File: src/rtl/ps2_pkg.sv
// rtl/ps2_pkg.sv - shared constants, frame layout and frame check for the PS/2 receiver
package ps2_pkg;

  localparam int         PS2_FRAME_BITS     = 11;
  localparam logic [7:0] PS2_BREAK_CODE     = 8'hF0;
  localparam logic [7:0] PS2_EXT_CODE       = 8'hE0;
  localparam int         PS2_FIFO_DEPTH_DEF = 8;
  localparam int         PS2_TIMEOUT_DEF    = 50000;
  localparam logic [3:0] PS2_LAST_BIT       = 4'(PS2_FRAME_BITS - 1);

  typedef struct packed {
    logic       stop;
    logic       parity;
    logic [7:0] data;
    logic       start;
  } ps2_frame_t;

  // Odd parity: data bits plus parity bit must contain an odd number of ones
  function automatic logic ps2_frame_ok(input ps2_frame_t f);
    return (f.start == 1'b0) && (f.stop == 1'b1) && (^{f.data, f.parity} == 1'b1);
  endfunction

endpackage

File: src/rtl/ps2_fifo.sv
// rtl/ps2_fifo.sv - byte FIFO with wrap-bit pointers; head reads as 8'h00 when empty
module ps2_fifo
  import ps2_pkg::*;
#(
  parameter int DEPTH = PS2_FIFO_DEPTH_DEF
) (
  input  logic       clk,
  input  logic       clrn,
  input  logic       push,
  input  logic       pop,
  input  logic [7:0] wdata,
  output logic [7:0] rdata,
  output logic       empty,
  output logic       full
);

  localparam int AW = $clog2(DEPTH);

  logic [AW:0] r_wptr;
  logic [AW:0] r_rptr;
  logic [7:0]  r_mem [DEPTH];

  logic w_wr;
  logic w_rd;

  // A push into a full FIFO is only accepted when the head leaves in the same cycle
  assign w_wr  = push && (!full || pop);
  assign w_rd  = pop && !empty;

  assign empty = (r_wptr == r_rptr);
  assign full  = (r_wptr[AW] != r_rptr[AW]) && (r_wptr[AW-1:0] == r_rptr[AW-1:0]);
  assign rdata = empty ? 8'h00 : r_mem[r_rptr[AW-1:0]];

  always_ff @(posedge clk or negedge clrn) begin
    if (!clrn) begin
      r_wptr <= '0;
      r_rptr <= '0;
    end else begin
      if (w_wr) r_wptr <= r_wptr + 1'b1;
      if (w_rd) r_rptr <= r_rptr + 1'b1;
    end
  end

  always_ff @(posedge clk) begin
    if (w_wr) r_mem[r_wptr[AW-1:0]] <= wdata;
  end

endmodule

File: src/rtl/ps2_rx_fifo.sv
// rtl/ps2_rx_fifo.sv - PS/2 frame receiver with edge detect, frame timeout and byte FIFO
module ps2_rx_fifo
  import ps2_pkg::*;
#(
  parameter int FIFO_DEPTH  = PS2_FIFO_DEPTH_DEF,
  parameter int TIMEOUT_CYC = PS2_TIMEOUT_DEF
) (
  input  logic       clk,
  input  logic       clrn,
  input  logic       ps2_clk,
  input  logic       ps2_data,
  input  logic       nextdata_n,
  output logic [7:0] data,
  output logic       ready,
  output logic       overflow
);

  localparam int             TW     = $clog2(TIMEOUT_CYC + 1);
  localparam logic [TW-1:0]  TO_MAX = TW'(TIMEOUT_CYC);

  logic          r_clk_s1;
  logic          r_clk_s2;
  logic          r_clk_hist;
  logic          r_dat_s1;
  logic          r_dat_s2;
  logic [3:0]    r_bit_cnt;
  logic [9:0]    r_shift;
  logic [TW-1:0] r_to_cnt;
  logic          r_overflow;

  logic          w_fall;
  logic          w_push;
  logic          w_pop;
  logic          w_empty;
  logic          w_full;
  ps2_frame_t    w_frame;

  assign w_fall  = r_clk_hist && !r_clk_s2;
  // Bit 10 is still on the synchronized data line; bits 0..9 sit in the shift register
  assign w_frame = {r_dat_s2, r_shift};
  assign w_push  = w_fall && (r_bit_cnt == PS2_LAST_BIT) && ps2_frame_ok(w_frame);
  assign w_pop   = !nextdata_n && !w_empty;

  assign ready    = !w_empty;
  assign overflow = r_overflow;

  always_ff @(posedge clk or negedge clrn) begin
    if (!clrn) begin
      r_clk_s1   <= 1'b1;
      r_clk_s2   <= 1'b1;
      r_clk_hist <= 1'b1;
      r_dat_s1   <= 1'b1;
      r_dat_s2   <= 1'b1;
    end else begin
      r_clk_s1   <= ps2_clk;
      r_clk_s2   <= r_clk_s1;
      r_clk_hist <= r_clk_s2;
      r_dat_s1   <= ps2_data;
      r_dat_s2   <= r_dat_s1;
    end
  end

  always_ff @(posedge clk or negedge clrn) begin
    if (!clrn) begin
      r_bit_cnt <= '0;
      r_shift   <= '0;
      r_to_cnt  <= '0;
    end else if (w_fall) begin
      r_to_cnt <= '0;
      if (r_bit_cnt == PS2_LAST_BIT) begin
        r_bit_cnt <= '0;
      end else begin
        r_bit_cnt <= r_bit_cnt + 4'd1;
        r_shift   <= {r_dat_s2, r_shift[9:1]};
      end
    end else if (r_to_cnt != TO_MAX) begin
      r_to_cnt <= r_to_cnt + 1'b1;
    end else if (r_bit_cnt != '0) begin
      r_bit_cnt <= '0;
    end
  end

  always_ff @(posedge clk or negedge clrn) begin
    if (!clrn) begin
      r_overflow <= 1'b0;
    end else if (w_push && w_full && !w_pop) begin
      r_overflow <= 1'b1;
    end else if (w_pop) begin
      r_overflow <= 1'b0;
    end
  end

  ps2_fifo #(
    .DEPTH (FIFO_DEPTH)
  ) u_fifo (
    .clk   (clk),
    .clrn  (clrn),
    .push  (w_push),
    .pop   (w_pop),
    .wdata (w_frame.data),
    .rdata (data),
    .empty (w_empty),
    .full  (w_full)
  );

endmodule

File: config.mk
export PLATFORM = sky130hd
export DESIGN_NAME = ps2_rx_fifo
export DESIGN_NICKNAME = d
export VERILOG_FILES = /design/src/rtl/ps2_pkg.sv /design/src/rtl/ps2_fifo.sv /design/src/rtl/ps2_rx_fifo.sv
export SDC_FILE = /design/constraint.sdc
export NUM_CORES = 1
export LEC_CHECK = 0
export ABC_AREA = 1
export BUFFER_PORTS_ARGS = -buffer_cell sky130_fd_sc_hd__buf_2
export CAP_MARGIN = 20
export CORE_UTILIZATION = 55
export CTS_CLUSTER_SIZE = 14
export DETAILED_ROUTE_END_ITERATION = 7
export GPL_ROUTABILITY_DRIVEN = 0
export PLACE_DENSITY = 0.72
export SLEW_MARGIN = 40
export SYNTH_ARGS = -nofsm -noshare
export SYNTH_HDL_FRONTEND = slang
export SYNTH_SLANG_ARGS = --single-unit
File: constraint.sdc
create_clock -name clk -period 2.39 [get_ports clk]
set_clock_uncertainty 0.1 [all_clocks]
set_input_delay 0.239 -clock clk [delete_from_list [all_inputs] [get_ports clk]]
set_output_delay 0.239 -clock clk [all_outputs]
set_load 0.05 [all_outputs]
==> summary.json <==
{
  "flow.area_growth_from_synthesis": {"value": 11.7, "unit": "%"},
  "worst_hold_path_type": {"value": "primary input to flop"},
  "post_synth.cell_area_avg": {"value": 10.4, "unit": "um2"},
  "finalCritPeriodShare": {"value": 0.970},
  "post_detail_place_hpwl": {"value": 6.93, "unit": "mm"},
  "maxSlewHeadroom": {"value": 0.606},
  "post-route-drc-count": {"value": 0},
  "clk-insertion-delay-late": {"value": 0.36, "unit": "ns"},
  "syn-cell-area": {"value": 4840, "unit": "um2"},
  "max-clock-path-buffers": {"value": 2},
  "report.final.hold_viol_count": {"value": 0},
  "grt_overflow_total": {"value": 0},
  "dr.pass1.iters": {"value": 4},
  "avgViaCountPerCell": {"value": 5.46},
  "synthesis.nets": {"value": 476},
  "die_area": {"value": 9190, "unit": "um2"},
  "ioPinCount": {"value": 15},
  "synth_area_leader_cell": {"value": "edfxtp_1"},
  "port-buffer-count": {"value": 14},
  "async_flop_share": {"value": 0.407},
  "critical-path-top-delay-family": {"value": "simple AND/OR/NAND/NOR gates"},
  "fp-row-count": {"value": 33},
  "ff2ff_path_depth": {"value": 10},
  "drv_slew": {"value": 0},
  "detailroute.via_count": {"value": 3338},
  "wire_length_of_the_first_global_routing_pass": {"value": 15.8, "unit": "mm"},
  "utilization": {"value": 0.646},
  "layout_cells_sized_above_1": {"value": 0.184},
  "critical_path.startpoint_type": {"value": "flop"},
  "endpoint_kind": {"value": "flop"},
  "ys_dominant_reg_cell": {"value": "edfxtp_1"},
  "maxCapViolations": {"value": 0},
  "cp.required": {"value": 2.31, "unit": "ns"},
  "setup_viol_count_final": {"value": 0},
  "die_x": {"value": 95.9, "unit": "um"},
  "crit_cells": {"value": 10},
  "path_max_fanout": {"value": 8},
  "worst_pin_slew": {"value": 0.590, "unit": "ns"},
  "floorplan.initialDensity": {"value": 0.578},
  "cts.htree.levels": {"value": 3},
  "power.ir.vdd_worst": {"value": 0.581, "unit": "mV"},
  "worst_path_max_delay_cell": {"value": "dfrtp_1"},
  "yosys_warnings": {"value": 0},
  "netlist.area_leader.share": {"value": 0.397},
  "p_leak": {"value": 0.00219, "unit": "uW"},
  "place.detailed.instances": {"value": 591},
  "ff2ff_setup_slack": {"value": 0.07, "unit": "ns"},
  "max_freq": {"value": 0.432, "unit": "GHz"},
  "drt-wirelength-per-cell": {"value": 16.0, "unit": "um"},
  "critical_path.cell_chain": {"value": "inv_1 > ha_1 > nand3_1 > inv_1 > nand3_1 > inv_1 > nand3_4 > nor2_8 > nand2_4 > nor2_2"},
  "total_power": {"value": 6140, "unit": "uW"},
  "cts_root_buffer": {"value": "clkbuf_8"},
  "synth_seq_cells": {"value": 108},
  "critPathMaxStageDelay": {"value": 0.42, "unit": "ns"},
  "grt_setup_unrepaired": {"value": "true"},
  "synth_cells": {"value": 464},
  "worst_path_most_repeated_cell": {"value": "inv_1"},
  "final_area": {"value": 5410, "unit": "um2"},
  "clock-sinks": {"value": 108},
  "outcome": {"value": "finished, final reports clean"},
  "worst-setup-path-type": {"value": "flop to flop"},
  "grt_max_degree": {"value": 45},
  "grt_antenna_before_repair": {"value": 0},
  "route.final.wire_length": {"value": 9.80, "unit": "mm"},
  "power_density": {"value": 1130, "unit": "nW/um2"},
  "yosysUniqueCellTypes": {"value": 36},
  "detailedRoute.firstIterationViolations": {"value": 165},
  "synthTopCellsByCount": {"value": "edfxtp_1, nor2_1, o21ai_0"},
  "synth_edf_count": {"value": 64},
  "synth.top_cells.by_area": {"value": "edfxtp_1, dfrtp_1, o21ai_0"},
  "crit_arrival": {"value": 2.24, "unit": "ns"},
  "dpl-instance-area": {"value": 5150, "unit": "um2"},
  "core_area": {"value": 8380, "unit": "um2"},
  "yosysSeqAreaShare": {"value": 0.625},
  "die_h": {"value": 95.9, "unit": "um"},
  "count_of_antenna_diodes_in_the_layout": {"value": 0},
  "crit_buf_inv": {"value": 3},
  "non_filler_instance_count_after_layout": {"value": 611},
  "min_delay_path_depth": {"value": 4},
  "via_count_of_the_first_global_routing_pass": {"value": 3152},
  "cts_tree": {"value": "built"},
  "gr-usage-all-layers": {"value": 0.237},
  "number_of_buffers_created_by_cts": {"value": 9},
  "cts.reportedPaths.clkPinSlew": {"value": 0.10, "unit": "ns"},
  "final_net_count": {"value": 513},
  "detail-route-antenna-nets": {"value": 0},
  "hold_slack": {"value": 0.124, "unit": "ns"},
  "period_minus_slack": {"value": 2.32, "unit": "ns"}
}
worst register-to-register path, cell delays in order (launching register included):
cell and delay (ns):
dfrtp_1 0.42, inv_1 0.12, ha_1 0.16, nand3_1 0.14, inv_1 0.11, nand3_1 0.09, inv_1 0.13, nand3_4 0.12
nor2_8 0.14, nand2_4 0.09, nor2_2 0.35
final timing paths:
kind                              startpoint                  to
worst max register to register  r_bit_cnt[0]  u_fifo.r_mem[4][0]
min in group asynchronous               clrn        r_bit_cnt[2]
worst min-delay path              nextdata_n    u_fifo.r_rptr[0]
max in group asynchronous               clrn    u_fifo.r_rptr[0]
worst min register to register      r_dat_s1            r_dat_s2
worst max-delay path            r_bit_cnt[0]  u_fifo.r_mem[4][0]
registers in the layout, summed over array words and instances (netlist names):
signal / count
r_shift: 10
r_clk_s2: 1
r_to_cnt: 16
r_bit_cnt: 4
u_fifo.r_rptr: 4
r_dat_s2: 1
overflow: 1
r_clk_hist: 1
u_fifo.r_mem: 64
u_fifo.r_wptr: 4
r_clk_s1: 1
r_dat_s1: 1
layout by cell type (no fill, tap or decap), types with 9 or more instances in the layout:
| cell type | Yosys | routed |
|---|---|---|
| nor2_1 | 64 | 64 |
| edfxtp_1 | 64 | 64 |
| o21ai_0 | 59 | 58 |
| nand2_1 | 55 | 55 |
| inv_1 | 42 | 39 |
| dfrtp_1 | 39 | 37 |
| buf_4 | 1 | 24 |
| nand3_1 | 15 | 15 |
| a21oi_1 | 12 | 12 |
| nor3_1 | 11 | 11 |
| a31oi_1 | 9 | 9 |
| clkbuf_8 | 0 | 9 |
| buf_2 | 4 | 9 |
metal layers:
metal / share of wire / GRT usage / vias up / wire, um
met5: 0 / 0 / - / 0
met4: 0.017 / 0.0697 / 0 / 170
met3: 0.042 / 0.0474 / 14 / 409
met2: 0.50 / 0.396 / 76 / 4920
met1: 0.44 / 0.315 / 1591 / 4300
li1: - / - / 1657 / -
through the flow:
step | TNS, ns | setup slack [ns]
floorplan | 0 | 0.0389
global placement | 0 | 0.198
detailed placement | 0 | 0.0782
CTS | 0 | 0.0348
global route | -3.95 | -0.140
finish | 0 | 0.0728
area by class of cell:
cell class | instances | area (um2)
clock inverter | 6 | 47.5
fill | 645 | 2970
multi-input combinational | 294 | 1580
sequential | 108 | 3030
tap | 105 | 131
inverter | 47 | 180
clock buffer | 10 | 128
timing repair buffer | 41 | 317
logic make-up after synthesis:
group | count (synthesis) | synth area share
and+or+nand+nor | 179 | 0.175
DFF | 108 | 0.625
AOI/OAI and AO/OA | 94 | 0.105
buffers and inverters | 62 | 0.0514
xor gates and xnor gates | 14 | 0.0253
adders and majority gates | 7 | 0.0181
timing repair:
action | 4_1_cts | 5_1_grt
resized for setup | 2 | 19
hold endpoints to repair | 41 | 0
buffers inserted | 0 | 1
hold buffers | 3 | 0
setup endpoints to repair | 3 | 41
power by group:
group	leakage, uW	switching (uW)	internal, uW
logic	0.000976	1820	869
clock network	0.0000887	619	390
registers	0.00113	203	2240
Note: power is estimated with default switching activity, not from simulation.
